### src/rtl/ha_array_serial_accumulator.sv
// ha_array_serial_accumulator: sequences the four ha_array groups into a saturated 16-bit product
module ha_array_serial_accumulator #(
  parameter int GROUPS = 4,
  parameter int ACC_W  = 17,
  parameter int OUT_W  = 16
) (
  input  logic             clk,
  input  logic             rst_n,
  input  logic             in_valid,
  output logic             in_ready,
  input  logic [7:0]       in_x,
  input  logic [7:0]       in_y,
  output logic [7:0]       arr_x,
  output logic [7:0]       arr_y,
  input  logic [6:0]       arr_b0,
  input  logic [6:0]       arr_b1,
  input  logic [6:0]       arr_b2,
  input  logic [6:0]       arr_b3,
  input  logic [8:0]       arr_t0,
  input  logic [8:0]       arr_t1,
  input  logic [8:0]       arr_t2,
  input  logic [8:0]       arr_t3,
  output logic             out_valid,
  input  logic             out_ready,
  output logic [OUT_W-1:0] out_p,
  output logic             out_ovf,
  output logic             busy
);
  localparam int CW = $clog2(GROUPS);
  typedef enum logic [1:0] {IDLE, ACC, DONE} state_t;
  state_t           state_q, state_d;
  logic [CW-1:0]    cnt_q, cnt_d;
  logic [ACC_W-1:0] acc_q, acc_d, term, acc_nx;
  logic [7:0]       x_q, x_d, y_q, y_d;
  logic [OUT_W-1:0] p_q, p_d;
  logic             ovf_q, ovf_d, ov_q, ov_d;
  logic [6:0]       b_sel;
  logic [8:0]       t_sel;
  assign b_sel  = cnt_q == 2'd0 ? arr_b0 : cnt_q == 2'd1 ? arr_b1 : cnt_q == 2'd2 ? arr_b2 : arr_b3;
  assign t_sel  = cnt_q == 2'd0 ? arr_t0 : cnt_q == 2'd1 ? arr_t1 : cnt_q == 2'd2 ? arr_t2 : arr_t3;
  // sum rows carry weight k, carry rows weight k+2; group i sits at column 2i
  assign term   = (ACC_W'(t_sel) + (ACC_W'(b_sel) << 2)) << {cnt_q, 1'b0};
  assign acc_nx = acc_q + term;
  assign in_ready  = state_q == IDLE;
  assign busy      = state_q != IDLE;
  assign arr_x     = x_q;
  assign arr_y     = y_q;
  assign out_p     = p_q;
  assign out_ovf   = ovf_q;
  assign out_valid = ov_q;
  always_comb begin
    state_d = state_q;
    cnt_d   = cnt_q;
    acc_d   = acc_q;
    x_d     = x_q;
    y_d     = y_q;
    p_d     = p_q;
    ovf_d   = ovf_q;
    ov_d    = ov_q;
    if (state_q == IDLE && in_valid) begin
      x_d     = in_x;
      y_d     = in_y;
      acc_d   = '0;
      cnt_d   = '0;
      state_d = ACC;
    end else if (state_q == ACC) begin
      acc_d = acc_nx;
      cnt_d = cnt_q + 1'b1;
      if (cnt_q == CW'(GROUPS - 1)) begin
        state_d = DONE;
        p_d     = acc_nx > ACC_W'({OUT_W{1'b1}}) ? {OUT_W{1'b1}} : acc_nx[OUT_W-1:0];
        ovf_d   = acc_nx[ACC_W-1];
        ov_d    = 1'b1;
      end
    end else if (state_q == DONE && out_ready) begin
      ov_d    = 1'b0;
      state_d = IDLE;
    end
  end
  always_ff @(posedge clk) begin
    if (!rst_n) begin
      state_q <= IDLE;
      cnt_q   <= '0;
      acc_q   <= '0;
      x_q     <= '0;
      y_q     <= '0;
      p_q     <= '0;
      ovf_q   <= 1'b0;
      ov_q    <= 1'b0;
    end else begin
      state_q <= state_d;
      cnt_q   <= cnt_d;
      acc_q   <= acc_d;
      x_q     <= x_d;
      y_q     <= y_d;
      p_q     <= p_d;
      ovf_q   <= ovf_d;
      ov_q    <= ov_d;
    end
  end
endmodule

### config.mk
export PLATFORM = sky130hd
export DESIGN_NAME = ha_array_serial_accumulator
export DESIGN_NICKNAME = d
export VERILOG_FILES = /design/src/rtl/ha_array_serial_accumulator.sv
export SDC_FILE = /design/constraint.sdc
export NUM_CORES = 1
export LEC_CHECK = 0
export BUFFER_PORTS_ARGS = -buffer_cell sky130_fd_sc_hd__buf_2
export CAP_MARGIN = 20
export CORE_ASPECT_RATIO = 0.6
export CORE_MARGIN = 4
export CORE_UTILIZATION = 35
export CTS_CLUSTER_DIAMETER = 80
export DETAILED_ROUTE_END_ITERATION = 10
export GPL_TIMING_DRIVEN = 0
export PLACE_DENSITY = 0.68
export SLEW_MARGIN = 25
export SYNTH_ARGS = -nofsm -noshare
export SYNTH_HDL_FRONTEND = slang
export SYNTH_SLANG_ARGS = --single-unit
export TNS_END_PERCENT = 30
### constraint.sdc
create_clock -name clk -period 5.87 [get_ports clk]
set_input_delay 0.587 -clock clk [delete_from_list [all_inputs] [get_ports clk]]
set_output_delay 0.587 -clock clk [all_outputs]
set_load 0.01 [all_outputs]
## Word-level counts from Yosys, hierarchy flattened

Cells that the tools add are included.
Widths: inputs -> output; s select.

- Word-level logic and storage cells: 49
- Register bits after elaboration: 55
- Output and inout bits: 36
- Input port bits: 84

- Bitwise operators: 2
- $add $sub $neg: 3
- $lt $le $gt $ge: 1
- Shift operators: 1
- Equal/unequal tests: 7
- Reduce and logical (&&, ||, !) cells: 12
- Muxes and demuxes: 14

Operators by type and width:

| cell | number |
|---|---|
| $mux 9 | 3 |
| $mux 7 | 3 |
| $add 17x17->17 | 1 |
| $gt 17x16->1 const B | 1 |
| $shl 10x3->17 | 1 |
| $mux 16 | 1 |
| $add 9x9->10 | 1 |
| $eq 2x2->1 const B | 3 |
| $mux 2 | 3 |
| $reduce_and 3->1 | 2 |
| $eq 2x1->1 const B | 2 |
| $logic_not 2->1 | 2 |
| $mux 1 | 4 |
| $reduce_and 2->1 | 2 |
| $reduce_bool 2->1 | 2 |
| $ne 3x2->1 const B | 1 |
| $reduce_bool 3->1 | 1 |
| $add 2x1->2 const B | 1 |
| $logic_and 1x1->1 | 2 |
| $ne 2x1->1 const B | 1 |
| $not 1->1 | 2 |
| $reduce_or 2->1 | 1 |

## Depth between registers and ports, before layout

- Depth after elaboration: 9
- Gate-level depth with buffers: 25
- Depth with buffers taken out: 21

## Worst setup path after synthesis

No wires, ideal clock.

- Kind: reg2reg
- Start point: register cnt_q[0]
- End point: register p_q[14] (netlist: out_p[14])
- Data required time: 5.804 ns
- Cell stages (with the launch flop): 24
- Path slack: 0.866 ns
- Data arrival time: 4.938 ns
- Path buffers: 4
- Period minus slack after synthesis: 5.004 ns
- Setup time: 0.066 ns
- Path through: dfxtp_1 -> clkbuf_1 -> inv_1 -> clkbuf_1 -> ha_1 -> buf_2 -> buf_2 -> mux2i_1 -> nor2_1 -> a21oi_1 -> o21ai_0 -> fa_1 -> a21o_1 -> a21oi_1 -> xnor2_1 -> mux2_2 -> mux2_2 -> ha_1 -> nand2_1 -> a21boi_1 -> nand4_1 -> o211a_4 -> mux2_4 -> a21oi_2

- Cells in the longest elaborated chain, start to end: 9
- Elaborated cells on any way between the ends: 16
- Classes of those cells: add/sub (2); order compare (1); eq/ne (3); shift (1); mux (7); reduce/logical (2)

Ends and longest elaborated chain:

| element | RTL line | text |
|---|---|---|
| start: declaration | 32 | `logic [CW-1:0] cnt_q, cnt_d;` |
| start signal: assignment | 92 | `cnt_q <= cnt_d;` |
| $eq 2x2->1 | 39, 40 |  |
| $mux 9 / $mux 7 (equally long branches) (3 in a row) | 40, 39 |  |
| $add 9x9->10 | 42 | `assign term = (ACC_W'(t_sel) + (ACC_W'(b_sel) << 2)) << {cnt_q, 1'b0};` |
| $shl 10x3->17 | 42 |  |
| $add 17x17->17 | 43 | `assign acc_nx = acc_q + term;` |
| $gt 17x16->1 | 71 | `p_d = acc_nx > ACC_W'({OUT_W{1'b1}}) ? {OUT_W{1'b1}} : acc_nx[OUT_W-1:0];` |
| $mux 16 | 71 |  |
| end signal: assignment | 96 | `p_q <= p_d;` |
| end: declaration | 35 | `logic [OUT_W-1:0] p_q, p_d;` |

Parallel ways exist; a longest one is shown, timed or not.
A chain may end at the register's enable or synchronous reset.

## Worst setup path in the final report

- Start point: register cnt_q[0]
- End point: register p_q[13] (netlist: out_p[13])

Same word-level chain as after synthesis.

==> impl_metrics.yaml <==
outcome:
  status: "completed"
sta:
  slew_violations: 0
  slew_headroom_pct: 60.15
  post-route-min-period_ns: 5.489
  period_share_pct: 93.51
  final.setup_skew_ns: 0.005027
  hold_viol: 0
  clock.fmax_ghz: 0.1822
  finalSetupViolCount: 0
  worst_slew_pin_slew_ns: 0.5977
  rsz0062_at_grt: "true"
  setup_tns_ns: 0
run:
  cap_violations: 0
global_routing:
  grt_pass1_vias: 3845
  grt_max_degree: 17
  grt_usage_pct: 16.79
  grt_pass1_wl_um: 18280
  antenna_found_initial: 0
  gr-total-overflow: 0
synthesis:
  synth_top_area_share_pct: 28.24
  netlist_instances: 499
  syn-mean-instance-area_um2: 7.813
  synthFlopType: "dfxtp_1"
  syn-num-nets: 613
  synth_seq_cells: 55
  ys_seq_area_share_pct: 28.24
  synth_area_um2: 3899
  async_reset_ff_share_pct: 0
  synthDistinctLibCells: 56
  ys_warn_count: 0
  synth_edf_count: 0
  yosys-top-cells-area: "dfxtp_1, nand2_1, ha_1, a21oi_1, mux2i_1"
  synth_largest_area_cell: "dfxtp_1"
final_layout:
  num_antenna_cells: 0
  nFillCells: 1081
  nets: 739
  multiInputGateArea_um2: 2618
  postLayoutCellArea_um2: 4858
  layout_common_cells: "buf_2, nand2_1, dfxtp_1, a21oi_1, o21ai_0"
  final_common_cell: "buf_2"
  drive_gt1_share_pct: 27.32
  register_area_um2: 1101
  syn_to_final_growth_pct: 24.61
floorplan:
  core-area_um2: 10700
  floorplan.initialDensity_pct: 36.42
  die-width_um: 144.3
  num_io_pins: 120
  die_height_um: 89.75
  rows: 29
  die_area_um2: 12950
routing:
  drt-pass1-iter-count: 4
  vias_per_cell: 5.269
  drtIter0Drc: 293
  routedWlPerCell_um: 14.58
  routed_wl_um: 11160
  ant_nets: 0
  drc: 0
  vias: 4031
critical_path:
  r2r-start: "cnt_q[0]$_SDFFE_PP0P_"
  cp_max_fo: 11
  crit_family: "compound AO/OA/AOI/OAI gates"
  worstPathRequired_ns: 6.05
  timing.critical_path.from: "cnt_q[0]$_SDFFE_PP0P_"
  r2r_cells: 25
  crit_end: "out_p[13]$_SDFFE_PN0P_"
  timing.rr.end: "out_p[13]$_SDFFE_PN0P_"
  crit_path_end_kind: "flop"
  rrSetupSlack_ns: 0.38
  path_class: "flop to flop"
  slowest_delay_ns: 0.48
  start_kind: "flop"
  crit_top_cell: "a21oi_1"
  path_buf_inv: 6
  worstPathArrival_ns: 5.67
  cpMaxStageDelayCell: "fa_1"
  cp.depth: 25
clocking:
  clkTransAtPathRegs_ns: 0.07
  worstSkewPairLatency_ns: 0.29
  cts_max_level: 2
  cts_tree: "done"
  cts.sinks: 55
  root_buffer: "clkbuf_16"
  cts_setup_buffers: 0
  cts_buffers: 5
  clockBufferDepth: 2
power:
  cellPowerDensity_nw_per_um2: 244.7
  p_switching_uw: 409.0
  clkPwrFrac_pct: 29.3
  power_frac_seq_pct: 33.4
  p_leak_nw: 2.152
  ir_drop_mv: 0.1314
  swShare_pct: 34.40
  share_comb_of_total_power_pct: 37.3
  p_int_uw: 780.0
placement:
  hpwl_um: 9140
  place.gp.congestion: 0.8574
  post_dp_cell_area_um2: 4668
  port_buffers: 119
worst_hold_path:
  min-delay-start: "out_ovf$_SDFFE_PN0P_"
  hold_class: "flop to flop"
power by group through the flow:
stage	registers (mW)	clock network, mW	logic, mW
after floorplan	0.407	0	0.316
after global placement	0.405	0	0.421
after detailed placement	0.405	0	0.434
after CTS	0.397	0.354	0.436
after global routing	0.398	0.374	0.494
final	0.397	0.349	0.443
worst reg2reg max path, stage by stage, from the launching register on:
cell	delay (ns)
dfxtp_1	0.33
clkbuf_2	0.19
inv_1	0.11
clkbuf_2	0.23
ha_1	0.17
buf_2	0.23
buf_4	0.26
mux2i_1	0.20
nor2_1	0.05
a21oi_1	0.13
o21ai_1	0.11
fa_1	0.48
a21o_1	0.18
a21oi_1	0.24
o21bai_1	0.12
mux2i_1	0.16
o31ai_1	0.30
o21ai_0	0.17
ha_1	0.29
buf_2	0.16
a21oi_1	0.22
o21ai_0	0.19
a311oi_1	0.34
nor2_1	0.15
xnor2_1	0.26
a21oi_2	0.09
what timing repair did:
action	CTS	global route
setup endpoints to repair	0	26
hold buffers	0	0
resized for setup	0	19
logic make-up (layout without fill, tap and decap cells):
family / count (synthesis) / after routing / synth area share (%)
AO/OA/AOI/OAI: 164 / 164 / 27.70
AND/OR/NAND/NOR: 164 / 164 / 17.81
flip-flops: 55 / 55 / 28.24
buffers and inverters: 41 / 168 / 4.717
adder cells (fa/ha/maj): 30 / 30 / 10.01
multiplexers: 27 / 27 / 7.477
XOR/XNOR: 18 / 18 / 4.044
metrics by stage:
step / cells / utilization [%] / worst slack [ns] / power [mW] / hold slack [ns]
3_5_place_dp: 757 / 43.61 / 0.04715 / 0.8395 / 0.4505
2_1_floorplan: 499 / - / 0.8661 / 0.7225 / 0.4403
3_3_place_gp: 757 / 43.61 / 0.2157 / 0.8254 / 0.4475
5_1_grt: 765 / 45.39 / -0.01441 / 1.266 / 0.4870
4_1_cts: 765 / 45.24 / 0.01623 / 1.187 / 0.4616
6_report: 765 / 45.39 / 0.3808 / 1.189 / 0.4602
how the worst min path moves through the flow:
stage,end,slack [ns],cells after the start
finish,out_ovf$_SDFFE_PN0P_,0.46,2
global route,acc_q[3]$_SDFFE_PP0P_,0.49,2
CTS,out_ovf$_SDFFE_PN0P_,0.46,2
detailed placement,out_ovf$_SDFFE_PN0P_,0.45,2
global placement,arr_y[5]$_SDFFE_PN0P_,0.45,2
floorplan,acc_q[11]$_SDFFE_PP0P_,0.44,2
Yosys cell counts (7+ instances only):
library cell  number
o21ai_0           41
xnor2_1           15
dfxtp_1           55
nor2_1            32
mux2i_1           22
nand3_1            8
nor3_1             7
ha_1              28
inv_1              8
nand2_1           94
a21oi_2           10
clkbuf_1          17
a21boi_0          20
a21oi_1           44
final cells by class:
class                           count  area share [%]
Multi-Input combinational cell    403           53.88
Sequential cell                    55           22.66
Buffer                             33           3.425
Clock buffer                        6           2.859
Timing Repair Buffer              119           12.26
Clock inverter                      2          0.7211
Inverter                            8          0.6181
Tap cell                          139           3.580
layer usage:
| layer | track usage, % | vias to the layer above | wire length [um] |
|---|---|---|---|
| met2 | 26.70 | 90 | 5098 |
| met3 | 3.234 | 6 | 539 |
| met1 | 24.25 | 1917 | 5458 |
| li1 | - | 2018 | - |
| met5 | 0 | - | 0 |
| met4 | 2.096 | 0 | 59 |
state kept, by name, summed over array words and instances (netlist names):
register,flops
out_ovf,1
state_q,2
out_valid,1
cnt_q,2
acc_q,17
arr_x,8
out_p,16
arr_y,8
(Power assumes the default switching activity.)
